===== config.mk =====
export PLATFORM = sky130hd
export DESIGN_NAME = onedconv_tile_sequencer
export DESIGN_NICKNAME = d
export VERILOG_FILES = /design/src/rtl/onedconv_tile_sequencer_pkg.sv /design/src/rtl/onedconv_layer_rom.sv /design/src/rtl/onedconv_tile_sequencer.sv
export SDC_FILE = /design/constraint.sdc
export NUM_CORES = 1
export LEC_CHECK = 0
export BUFFER_PORTS_ARGS = -buffer_cell sky130_fd_sc_hd__buf_4
export CORE_ASPECT_RATIO = 1.1
export CORE_MARGIN = 10
export CORE_UTILIZATION = 40
export CTS_CLUSTER_DIAMETER = 80
export DETAILED_ROUTE_END_ITERATION = 7
export PLACE_DENSITY = 0.65
export SYNTH_ARGS = -nofsm -noshare
export SYNTH_HDL_FRONTEND = slang
export SYNTH_HIERARCHICAL = 1
export SYNTH_SLANG_ARGS = --single-unit

===== constraint.sdc =====
create_clock -name clk -period 4.9 [get_ports clk]
set_input_delay 0.98 -clock clk [delete_from_list [all_inputs] [get_ports clk]]
set_output_delay 0.98 -clock clk [all_outputs]
set_load 0.1 [all_outputs]

===== src/rtl/onedconv_tile_sequencer_pkg.sv =====
`default_nettype none
// +----------------------------------------------------------------------+
// | onedconv_pkg                                                          |
// | Shared types and layer geometry table for the 1D conv tile sequencer |
// | Rev 1.0 - initial release                                             |
// +----------------------------------------------------------------------+
package onedconv_pkg;

  localparam int TBL_DEPTH = 9;
  localparam int TBL_LEN_W = 10;

  typedef enum logic [2:0] {
    S_IDLE     = 3'd0,
    S_LOAD_CFG = 3'd1,
    S_WAIT_W   = 3'd2,
    S_START    = 3'd3,
    S_RUN      = 3'd4,
    S_NEXT     = 3'd5,
    S_DONE     = 3'd6
  } state_t;

  typedef struct packed {
    logic [7:0]           in_ch;
    logic [7:0]           out_ch;
    logic [3:0]           k;
    logic [1:0]           stride;
    logic [TBL_LEN_W-1:0] in_len;
  } layer_t;

  // Every row has in_len >= k and at least one channel on each side.
  localparam layer_t LAYER_TBL [TBL_DEPTH] = '{
    '{8'd1,  8'd16, 4'd7, 2'd1, 10'd256},
    '{8'd16, 8'd32, 4'd5, 2'd2, 10'd250},
    '{8'd32, 8'd32, 4'd3, 2'd1, 10'd123},
    '{8'd32, 8'd64, 4'd3, 2'd2, 10'd121},
    '{8'd64, 8'd64, 4'd5, 2'd1, 10'd60},
    '{8'd64, 8'd48, 4'd3, 2'd1, 10'd56},
    '{8'd48, 8'd32, 4'd3, 2'd2, 10'd54},
    '{8'd32, 8'd64, 4'd1, 2'd1, 10'd40},
    '{8'd64, 8'd1,  4'd3, 2'd1, 10'd32}
  };

endpackage
`default_nettype wire


===== src/rtl/onedconv_layer_rom.sv =====
`default_nettype none
// +----------------------------------------------------------------------+
// | onedconv_layer_rom                                                    |
// | Combinational layer lookup with output length and group counts       |
// | Rev 1.0 - initial release                                             |
// +----------------------------------------------------------------------+
module onedconv_layer_rom
  import onedconv_pkg::*;
#(
  parameter int NUM_LAYERS = 9,
  parameter int OC_PAR     = 16,
  parameter int IC_PAR     = 8,
  parameter int LEN_W      = 10
) (
  input  logic [3:0]       i_layer_id,
  output logic [3:0]       o_k,
  output logic [1:0]       o_stride,
  output logic [LEN_W-1:0] o_in_len,
  output logic [LEN_W-1:0] o_out_len,
  output logic [7:0]       o_og,
  output logic [7:0]       o_ig
);

  layer_t           w_row;
  logic [LEN_W-1:0] w_diff;

  always_comb begin
    w_row = LAYER_TBL[0];
    if (int'(i_layer_id) < NUM_LAYERS && int'(i_layer_id) < TBL_DEPTH)
      w_row = LAYER_TBL[i_layer_id];
    o_k       = w_row.k;
    o_stride  = w_row.stride;
    o_in_len  = LEN_W'(w_row.in_len);
    w_diff    = o_in_len - LEN_W'(w_row.k);
    // Stride is only ever 1 or 2, so the divide is a conditional shift.
    o_out_len = ((w_row.stride == 2'd2) ? (w_diff >> 1) : w_diff) + LEN_W'(1);
    o_og      = 8'((int'(w_row.out_ch) + OC_PAR - 1) / OC_PAR);
    o_ig      = 8'((int'(w_row.in_ch) + IC_PAR - 1) / IC_PAR);
  end

endmodule
`default_nettype wire


===== src/rtl/onedconv_tile_sequencer.sv =====
`default_nettype none
// +----------------------------------------------------------------------+
// | onedconv_tile_sequencer                                               |
// | Walks oc/ic tile groups of one conv layer with weight handshakes     |
// | Rev 1.0 - initial release                                             |
// +----------------------------------------------------------------------+
module onedconv_tile_sequencer
  import onedconv_pkg::*;
#(
  parameter int NUM_LAYERS = 9,
  parameter int OC_PAR     = 16,
  parameter int IC_PAR     = 8,
  parameter int LEN_W      = 10
) (
  input  logic             clk,
  input  logic             rst,
  input  logic             start,
  input  logic [3:0]       layer_id,
  input  logic             weight_ready,
  input  logic             tile_done,
  input  logic             abort,
  output logic             weight_req,
  output logic             tile_start,
  output logic             acc_en,
  output logic [7:0]       oc_base,
  output logic [7:0]       ic_base,
  output logic [3:0]       cfg_k,
  output logic [1:0]       cfg_stride,
  output logic [LEN_W-1:0] cfg_in_len,
  output logic [LEN_W-1:0] cfg_out_len,
  output logic             busy,
  output logic             layer_complete,
  output logic             cfg_err
);

  state_t           r_state;
  logic [3:0]       r_layer;
  logic [7:0]       r_oc_grp;
  logic [7:0]       r_ic_grp;
  logic [7:0]       r_og;
  logic [7:0]       r_ig;

  logic [3:0]       w_k;
  logic [1:0]       w_stride;
  logic [LEN_W-1:0] w_in_len;
  logic [LEN_W-1:0] w_out_len;
  logic [7:0]       w_og;
  logic [7:0]       w_ig;
  logic             w_last_ic;
  logic             w_last_oc;

  onedconv_layer_rom #(
    .NUM_LAYERS (NUM_LAYERS),
    .OC_PAR     (OC_PAR),
    .IC_PAR     (IC_PAR),
    .LEN_W      (LEN_W)
  ) u_rom (
    .i_layer_id (r_layer),
    .o_k        (w_k),
    .o_stride   (w_stride),
    .o_in_len   (w_in_len),
    .o_out_len  (w_out_len),
    .o_og       (w_og),
    .o_ig       (w_ig)
  );

  assign w_last_ic = (r_ic_grp == r_ig - 8'd1);
  assign w_last_oc = (r_oc_grp == r_og - 8'd1);

  always_ff @(posedge clk) begin
    if (rst) begin
      r_state        <= S_IDLE;
      r_layer        <= '0;
      r_oc_grp       <= '0;
      r_ic_grp       <= '0;
      r_og           <= '0;
      r_ig           <= '0;
      weight_req     <= 1'b0;
      tile_start     <= 1'b0;
      acc_en         <= 1'b0;
      oc_base        <= '0;
      ic_base        <= '0;
      cfg_k          <= '0;
      cfg_stride     <= '0;
      cfg_in_len     <= '0;
      cfg_out_len    <= '0;
      busy           <= 1'b0;
      layer_complete <= 1'b0;
      cfg_err        <= 1'b0;
    end else begin
      weight_req     <= 1'b0;
      tile_start     <= 1'b0;
      layer_complete <= 1'b0;
      cfg_err        <= 1'b0;
      // Abort outranks everything, including a tile_done in the same cycle.
      if (abort && r_state != S_IDLE) begin
        r_state  <= S_IDLE;
        busy     <= 1'b0;
        r_oc_grp <= '0;
        r_ic_grp <= '0;
        oc_base  <= '0;
        ic_base  <= '0;
        acc_en   <= 1'b0;
      end else begin
        case (r_state)
          S_IDLE: begin
            if (start) begin
              if (int'(layer_id) < NUM_LAYERS) begin
                r_layer <= layer_id;
                r_state <= S_LOAD_CFG;
                busy    <= 1'b1;
              end else begin
                cfg_err <= 1'b1;
              end
            end
          end
          S_LOAD_CFG: begin
            cfg_k       <= w_k;
            cfg_stride  <= w_stride;
            cfg_in_len  <= w_in_len;
            cfg_out_len <= w_out_len;
            r_og        <= w_og;
            r_ig        <= w_ig;
            r_oc_grp    <= '0;
            r_ic_grp    <= '0;
            oc_base     <= '0;
            ic_base     <= '0;
            acc_en      <= 1'b0;
            weight_req  <= 1'b1;
            r_state     <= S_WAIT_W;
          end
          S_WAIT_W: begin
            if (weight_ready) begin
              tile_start <= 1'b1;
              r_state    <= S_START;
            end
          end
          S_START: r_state <= S_RUN;
          S_RUN: begin
            if (tile_done) r_state <= S_NEXT;
          end
          S_NEXT: begin
            if (w_last_ic && w_last_oc) begin
              layer_complete <= 1'b1;
              r_state        <= S_DONE;
            end else begin
              if (w_last_ic) begin
                r_ic_grp <= '0;
                r_oc_grp <= r_oc_grp + 8'd1;
                ic_base  <= '0;
                oc_base  <= oc_base + 8'(OC_PAR);
                acc_en   <= 1'b0;
              end else begin
                r_ic_grp <= r_ic_grp + 8'd1;
                ic_base  <= ic_base + 8'(IC_PAR);
                acc_en   <= 1'b1;
              end
              weight_req <= 1'b1;
              r_state    <= S_WAIT_W;
            end
          end
          S_DONE: begin
            busy    <= 1'b0;
            r_state <= S_IDLE;
          end
          default: r_state <= S_IDLE;
        endcase
      end
    end
  end

endmodule
`default_nettype wire

==> results.ini, run 1 <==
[status]
outcome = finished clean

[final_layout]
drive_gt1_share_pct = 12.72
syn2layout_area_growth_pct = 13.46
n_fill_cell = 1232
antenna_cells = 0
fin_nets = 700
layout_commonest_cell = nand2_1
final_cell_mix = 123 x nand2_1, 80 x dfxtp_1, 70 x a21oi_1, 53 x buf_4, 40 x nor2_1

[die]
die-area_sq_um = 17330
coreArea_sq_um = 12140
ios = 58
start_util_pct = 41.05
die-width_microns = 126.4
die_y_microns = 137.1
num_rows = 42

[worst_setup_path]
cp_max_fo = 10
required_ns = 5.17
cp.arrival_ns = 4.32
critical_path_class = flip-flop to flip-flop
start_kind = flip-flop
cp-end-kind = flip-flop

[routing]
drc = 0
viasPerCell = 5.440
num_vias = 4515
drtAntennaViolNets = 0
routed_wl_mm = 13.07
drtIter0Drc = 296
routedWlPerCell_microns = 15.75
drtPass1Iterations = 6

[global_routing]
grt_pass1_wl_mm = 21.43
grt.total_usage_pct = 14.94
first_global_vias = 4261
antenna_found_initial = 0
grt_overflow = 0
grt_max_degree = 50

[synth]
syn_area_sq_um = 4984
synth.distinct_cells = 70
synth_edf_count = 0
synth-main-ff-cell = dfxtp_1
avgSynthCellArea_sq_um = 7.703
yosys_warnings = 6
syn_inst = 647
async_flop_share_pct = 0
ys_seq_elements = 80
yosysSeqAreaShare_pct = 32.14

[sta]
rsz0062_at_grt = false
timing.final.crit_period_ns = 4.049
max-slew-margin-rel_pct = 26.00
skew_ns = 0.007391
setup_tns_ns = 0
worst_slew_pin_slew_ns = 1.110
period_share_pct = 82.62
hold_viol = 0
clock.fmax_mhz = 247.0
slew_viol_final = 0
setup_violations = 0

[clocking]
cts_tree = built
clock_sinks = 80
cts_resized = 0
clkLatencyLatePin_ns = 0.35
clk_pin_slew_ns = 0.06
cts_setup_buffers = 0
cts_max_path_buffers = 2
root_buffer = clkbuf_16
cts_hold_buf = 0
h-tree-depth = 3
cts-buffers-inserted = 9

[placed_design]
gp_congestion = 0.8850
port_buffers = 50
dp.final_hpwl_mm = 9.261

[pwr]
p_leak_uw = 0.002239
p_comb_share_pct = 27.3
p_sw_uw = 688.4
irDropWorstVdd_mv = 0.2084
netSwitchingFraction_pct = 33.54
p_total_uw = 2052
power_density_nw_per_um2 = 363.0
internal_power_uw = 1364
pwr-share-seq_pct = 34.5
p_clk_share_pct = 38.2

[run]
maxCapViolCount = 0

[worst_hold_path]
hold_class = flip-flop to flip-flop

## critical path: stages, from the launching register on
cell       delay (ns)
dfxtp_1          0.51
inv_1            0.18
ha_1             0.34
a21oi_1          0.22
o21a_1           0.18
inv_1            0.08
fa_1             0.46
xor2_1           0.20
a211oi_1         0.50
a41oi_1          0.12
nand3b_4         0.26
or3_1            0.41
a2111oi_2        0.30
nand2_1          0.08
a21oi_1          0.13
## Yosys cell counts (4+ instances only)
library cell | count | area share (%)
or3_1 | 7 | 0.88
nand2_1 | 123 | 9.3
clkbuf_1 | 23 | 1.7
xnor2_1 | 17 | 3.0
ha_1 | 18 | 4.5
a21o_1 | 4 | 0.60
buf_6 | 4 | 0.90
mux2i_1 | 10 | 2.0
and3_1 | 5 | 0.63
o31ai_1 | 8 | 1.2
or4_1 | 11 | 1.7
nor2_1 | 40 | 3.0
a31oi_1 | 6 | 0.75
buf_2 | 7 | 0.70
a21oi_1 | 70 | 7.0
o211ai_1 | 5 | 0.75
o21ai_0 | 20 | 2.0
a211oi_1 | 6 | 0.90
dfxtp_1 | 80 | 32
inv_1 | 23 | 1.7
buf_4 | 22 | 3.3
nand2b_1 | 10 | 1.3
nand3_1 | 19 | 1.9
nor3_1 | 19 | 1.9
o21a_1 | 5 | 0.75
xor2_1 | 13 | 2.3
a32oi_1 | 4 | 0.70
## logic make-up (layout without fill, tap and decap cells)
logic type | after synthesis | in the layout | share of synthesized area (%)
AOI/OAI and AO/OA | 158 | 158 | 20.04
and+or+nand+nor | 266 | 266 | 26.56
muxes | 12 | 12 | 2.461
xor gates and xnor gates | 30 | 30 | 5.272
DFF | 80 | 80 | 32.14
other | 3 | 19 | 0.2259
buffers and inverters | 79 | 92 | 8.385
adders and majority gates | 19 | 19 | 4.921
## layout make-up
type	count	area (sq um)	area share (%)
repair buffers	53	397.9	7.037
clock inverters	5	103.9	1.837
well taps	154	192.7	3.408
clock buffers	11	242.7	4.293
flip-flops and latches	80	1602	28.32
inverters	23	86.33	1.527
multi-input cells	504	3029	53.57
## metal layers
| layer | part of all wire, % | GRT usage, % |
|---|---|---|
| met5 | 0 | 0 |
| met2 | 49 | 25.46 |
| met1 | 44 | 17.66 |
| met3 | 5.9 | 4.644 |
| met4 | 1.2 | 4.241 |
## registers in the layout, summed over array words and instances, names as in the netlist, 5 cells and up
name         cells
cfg_in_len      10
cfg_out_len     10
r_ic_grp         8
r_ig             8
r_oc_grp         8
r_og             8
ic_base          5
## worst paths after layout
kind	slack (ns)	from	end	cells past startpoint
setup / recovery	0.85	r_layer[1]	cfg_out_len[7]	14
hold / removal	0.46	cfg_in_len[0]	cfg_in_len[0]	2
setup reg to reg	0.85	r_layer[1]	cfg_out_len[7]	14
hold reg to reg	0.46	cfg_in_len[0]	cfg_in_len[0]	2
## power groups by stage
stage | registers (uW) | clock network (uW) | logic, uW
after CTS | 707 | 802 | 561
after detailed placement | 721 | 0 | 559
final | 707 | 785 | 560
after floorplan | 797 | 0 | 395
after global placement | 720 | 0 | 556
after global routing | 712 | 830 | 612
## per-stage QoR
step,std cells,hold WS (ns),setup WS (ns),util [%],area [sq um]
floorplan,663,0.4481,1.363,-,5044
global placement,814,0.4435,1.036,43.72,5308
detailed placement,814,0.4501,0.8672,43.72,5308
CTS,830,0.4585,0.8265,46.58,5654
global route,830,0.4789,0.4271,46.58,5654
finish,830,0.4553,0.8514,46.58,5654
Note: power is estimated with default switching activity, not from simulation.
==> inputs of run 2 (changes only) <==
clock period = 4 ns   (was 4.9 ns; I/O delays follow)
==> results.ini, run 2 (synthesis results as in run 1) <==
[status]
outcome = finished clean

[worst_setup_path]
rrSetupSlack_ns = 0.27  ; -0.58 ns
required_ns = 4.21  ; -0.96 ns
start_kind = flip-flop
critPathSlowestCell = nor4_1
reg2reg_to = cfg_out_len[6]
slowest_delay_ns = 0.48  ; -0.03 ns
crit_top_cell = nand2_1
cp.arrival_ns = 3.94  ; -0.38 ns
cp-end-kind = flip-flop
reg2reg_depth = 15  ; +1
crit_chain = inv_1, ha_2, nor2b_4, nand2_1, o21ai_1, ha_1, xor2_1, a211o_1, o21ai_0, ha_1, nand2_1, nor4_1, o221ai_1, nand2_1, a21oi_1
r2r-start = r_layer[1]
critical_path_class = flip-flop to flip-flop
cp_max_fo = 8  ; -2

[worst_hold_path]
hold_class = flip-flop to flip-flop
hp-start = cfg_out_len[7]
whs_endpoint = cfg_out_len[7]
min_path_cells = 2  ; unchanged

[pwr]
irDropWorstVdd_mv = 0.2737  ; +31%
power_density_nw_per_um2 = 422.9  ; +17%
internal_power_uw = 1558  ; +14%
p_sw_uw = 841.6  ; +22%
p_clk_share_pct = 34.5  ; -3.7 points
pwr-share-seq_pct = 35.9  ; +1.4 points
p_comb_share_pct = 29.6  ; +2.3 points
netSwitchingFraction_pct = 35.07  ; +1.5 points
p_leak_uw = 0.002255  ; +0.72%

[clocking]
cts_tree = built
cts_hold_buf = 0  ; unchanged
cts-buffers-inserted = 9  ; unchanged
cts_setup_buffers = 0  ; unchanged
clkLatencyLatePin_ns = 0.34  ; about the same
clk_pin_slew_ns = 0.06  ; about the same
root_buffer = clkbuf_16
cts_resized = 0  ; unchanged
h-tree-depth = 3  ; unchanged
cts_max_path_buffers = 2  ; unchanged
clock_sinks = 80  ; unchanged

[die]
die_y_microns = 137.1  ; unchanged
ios = 58  ; unchanged
die-area_sq_um = 17330  ; unchanged
die-width_microns = 126.4  ; unchanged
start_util_pct = 41.05  ; unchanged
num_rows = 42  ; unchanged
coreArea_sq_um = 12140  ; unchanged

[final_layout]
fin_util_pct = 46.74  ; +0.16 points
drive_gt1_share_pct = 14.04  ; +1.3 points
final_cell_mix = 123 x nand2_1, 80 x dfxtp_1, 70 x a21oi_1, 61 x buf_4, 40 x nor2_1
layout_commonest_cell = nand2_1
fin_nets = 708  ; +1.1%
top_regs = cfg_in_len x10, cfg_out_len x10
antenna_cells = 0  ; unchanged
syn2layout_area_growth_pct = 13.86
n_fill_cell = 1214  ; -1.5%

[global_routing]
antenna_found_initial = 0  ; unchanged
grt_overflow = 0  ; unchanged
grt_pass1_wl_mm = 21.20  ; -1.1%
grt.total_usage_pct = 14.64  ; -0.30 points
grt_max_degree = 50  ; unchanged
first_global_vias = 4297  ; +0.84%

[routing]
routed_wl_mm = 12.91  ; -1.2%
drtIter0Drc = 332  ; +12%
routedWlPerCell_microns = 15.41  ; -2.2%
drtPass1Iterations = 5  ; -1
drc = 0  ; unchanged
viasPerCell = 5.390  ; -0.91%
drtAntennaViolNets = 0  ; unchanged
num_vias = 4517  ; +0.044%

[sta]
slew_viol_final = 0  ; unchanged
timing.final.crit_period_ns = 3.733  ; -0.3156 ns
hold_viol = 0  ; unchanged
worst_slew_pin_slew_ns = 1.101  ; -0.008738 ns
skew_ns = 0.005636  ; -0.001755 ns
setup_violations = 0  ; unchanged
clock.fmax_mhz = 267.9  ; +8.5%
max-slew-margin-rel_pct = 26.59  ; +0.58 points
period_share_pct = 93.33  ; +11 points
setup_tns_ns = 0  ; unchanged
worst_slack_ns = 0.2670  ; -0.5844 ns
rsz0062_at_grt = false

[placed_design]
dp.final_hpwl_mm = 9.347  ; +0.93%
port_buffers = 50  ; unchanged
dp_worst_setup_slack_ns = 0.3120  ; -0.5552 ns
gp_congestion = 0.8921  ; +0.80%

[run]
maxCapViolCount = 0  ; unchanged

run 2: cell types whose count changed in the layout (fill, tap and decap cells not counted):
cell        delta
clkinv_2       +1
o21ai_1        +1
buf_4          +8
ha_2           +1
bufinv_16      -2
ha_1           -1
a211oi_2       +1
a211oi_1       -1
o21ai_0        -1
clkinvlp_4     +1
run 2: through the flow:
stage / total power, uW / cells / hold slack [ns] / cell area, sq um
floorplan: 1460 / 663 / 0.4481 / 5044
global placement: 1577 / 822 / 0.4438 / 5368
detailed placement: 1582 / 822 / 0.4503 / 5368
CTS: 2419 / 838 / 0.4583 / 5667
global route: 2523 / 838 / 0.4778 / 5674
finish: 2400 / 838 / 0.4553 / 5674
run 2: power by group through the flow:
| stage | Combinational (uW) | Sequential [uW] | Clock, uW |
|---|---|---|---|
| after floorplan | 484 | 976 | 0 |
| after global placement | 700 | 877 | 0 |
| after detailed placement | 703 | 878 | 0 |
| after CTS | 706 | 861 | 851 |
| after global routing | 772 | 866 | 885 |
| final | 711 | 862 | 827 |
run 2: worst max-delay path by stage:
stage                          start              to  slack (ns)  cells after the start
after global placement    r_layer[1]  cfg_out_len[7]        0.44                     14
after CTS                 r_layer[1]  cfg_out_len[7]        0.26                     14
after global routing      r_layer[1]  cfg_out_len[7]        0.02                     14
final                     r_layer[1]  cfg_out_len[6]        0.27                     15
after floorplan           r_layer[0]  cfg_out_len[7]        0.46                     16
after detailed placement  r_layer[1]  cfg_out_len[7]        0.31                     14
run 2: final cells by class:
| class | count | area (sq um) | area share (%) |
|---|---|---|---|
| clock buffer | 11 | 242.7 | 4.278 |
| clock inverter | 5 | 56.30 | 0.9923 |
| inverter | 23 | 86.33 | 1.521 |
| multi-input combinational | 504 | 3037 | 53.52 |
| sequential | 80 | 1602 | 28.22 |
| tap | 154 | 192.7 | 3.396 |
| timing repair buffer | 61 | 457.9 | 8.071 |
run 2: per-layer routing:
layer  share of wire, %  vias to the layer above  track usage [%]
met2                 48                      126            25.69
met1                 44                     2100            17.16
met5                  0                        -                0
met4                1.1                        0            3.481
met3                6.4                       13            4.218
li1                   -                     2278                -
run 2: worst max-delay path, delay by kind of cell, from the launching register on:
kind	cells	cell delay (ns)
AND/OR/NAND/NOR	5	1.14
XOR/XNOR	1	0.22
adder cells (fa/ha/maj)	3	0.88
buffers and inverters	1	0.14
AO/OA/AOI/OAI	5	0.90
flip-flops	1	0.32
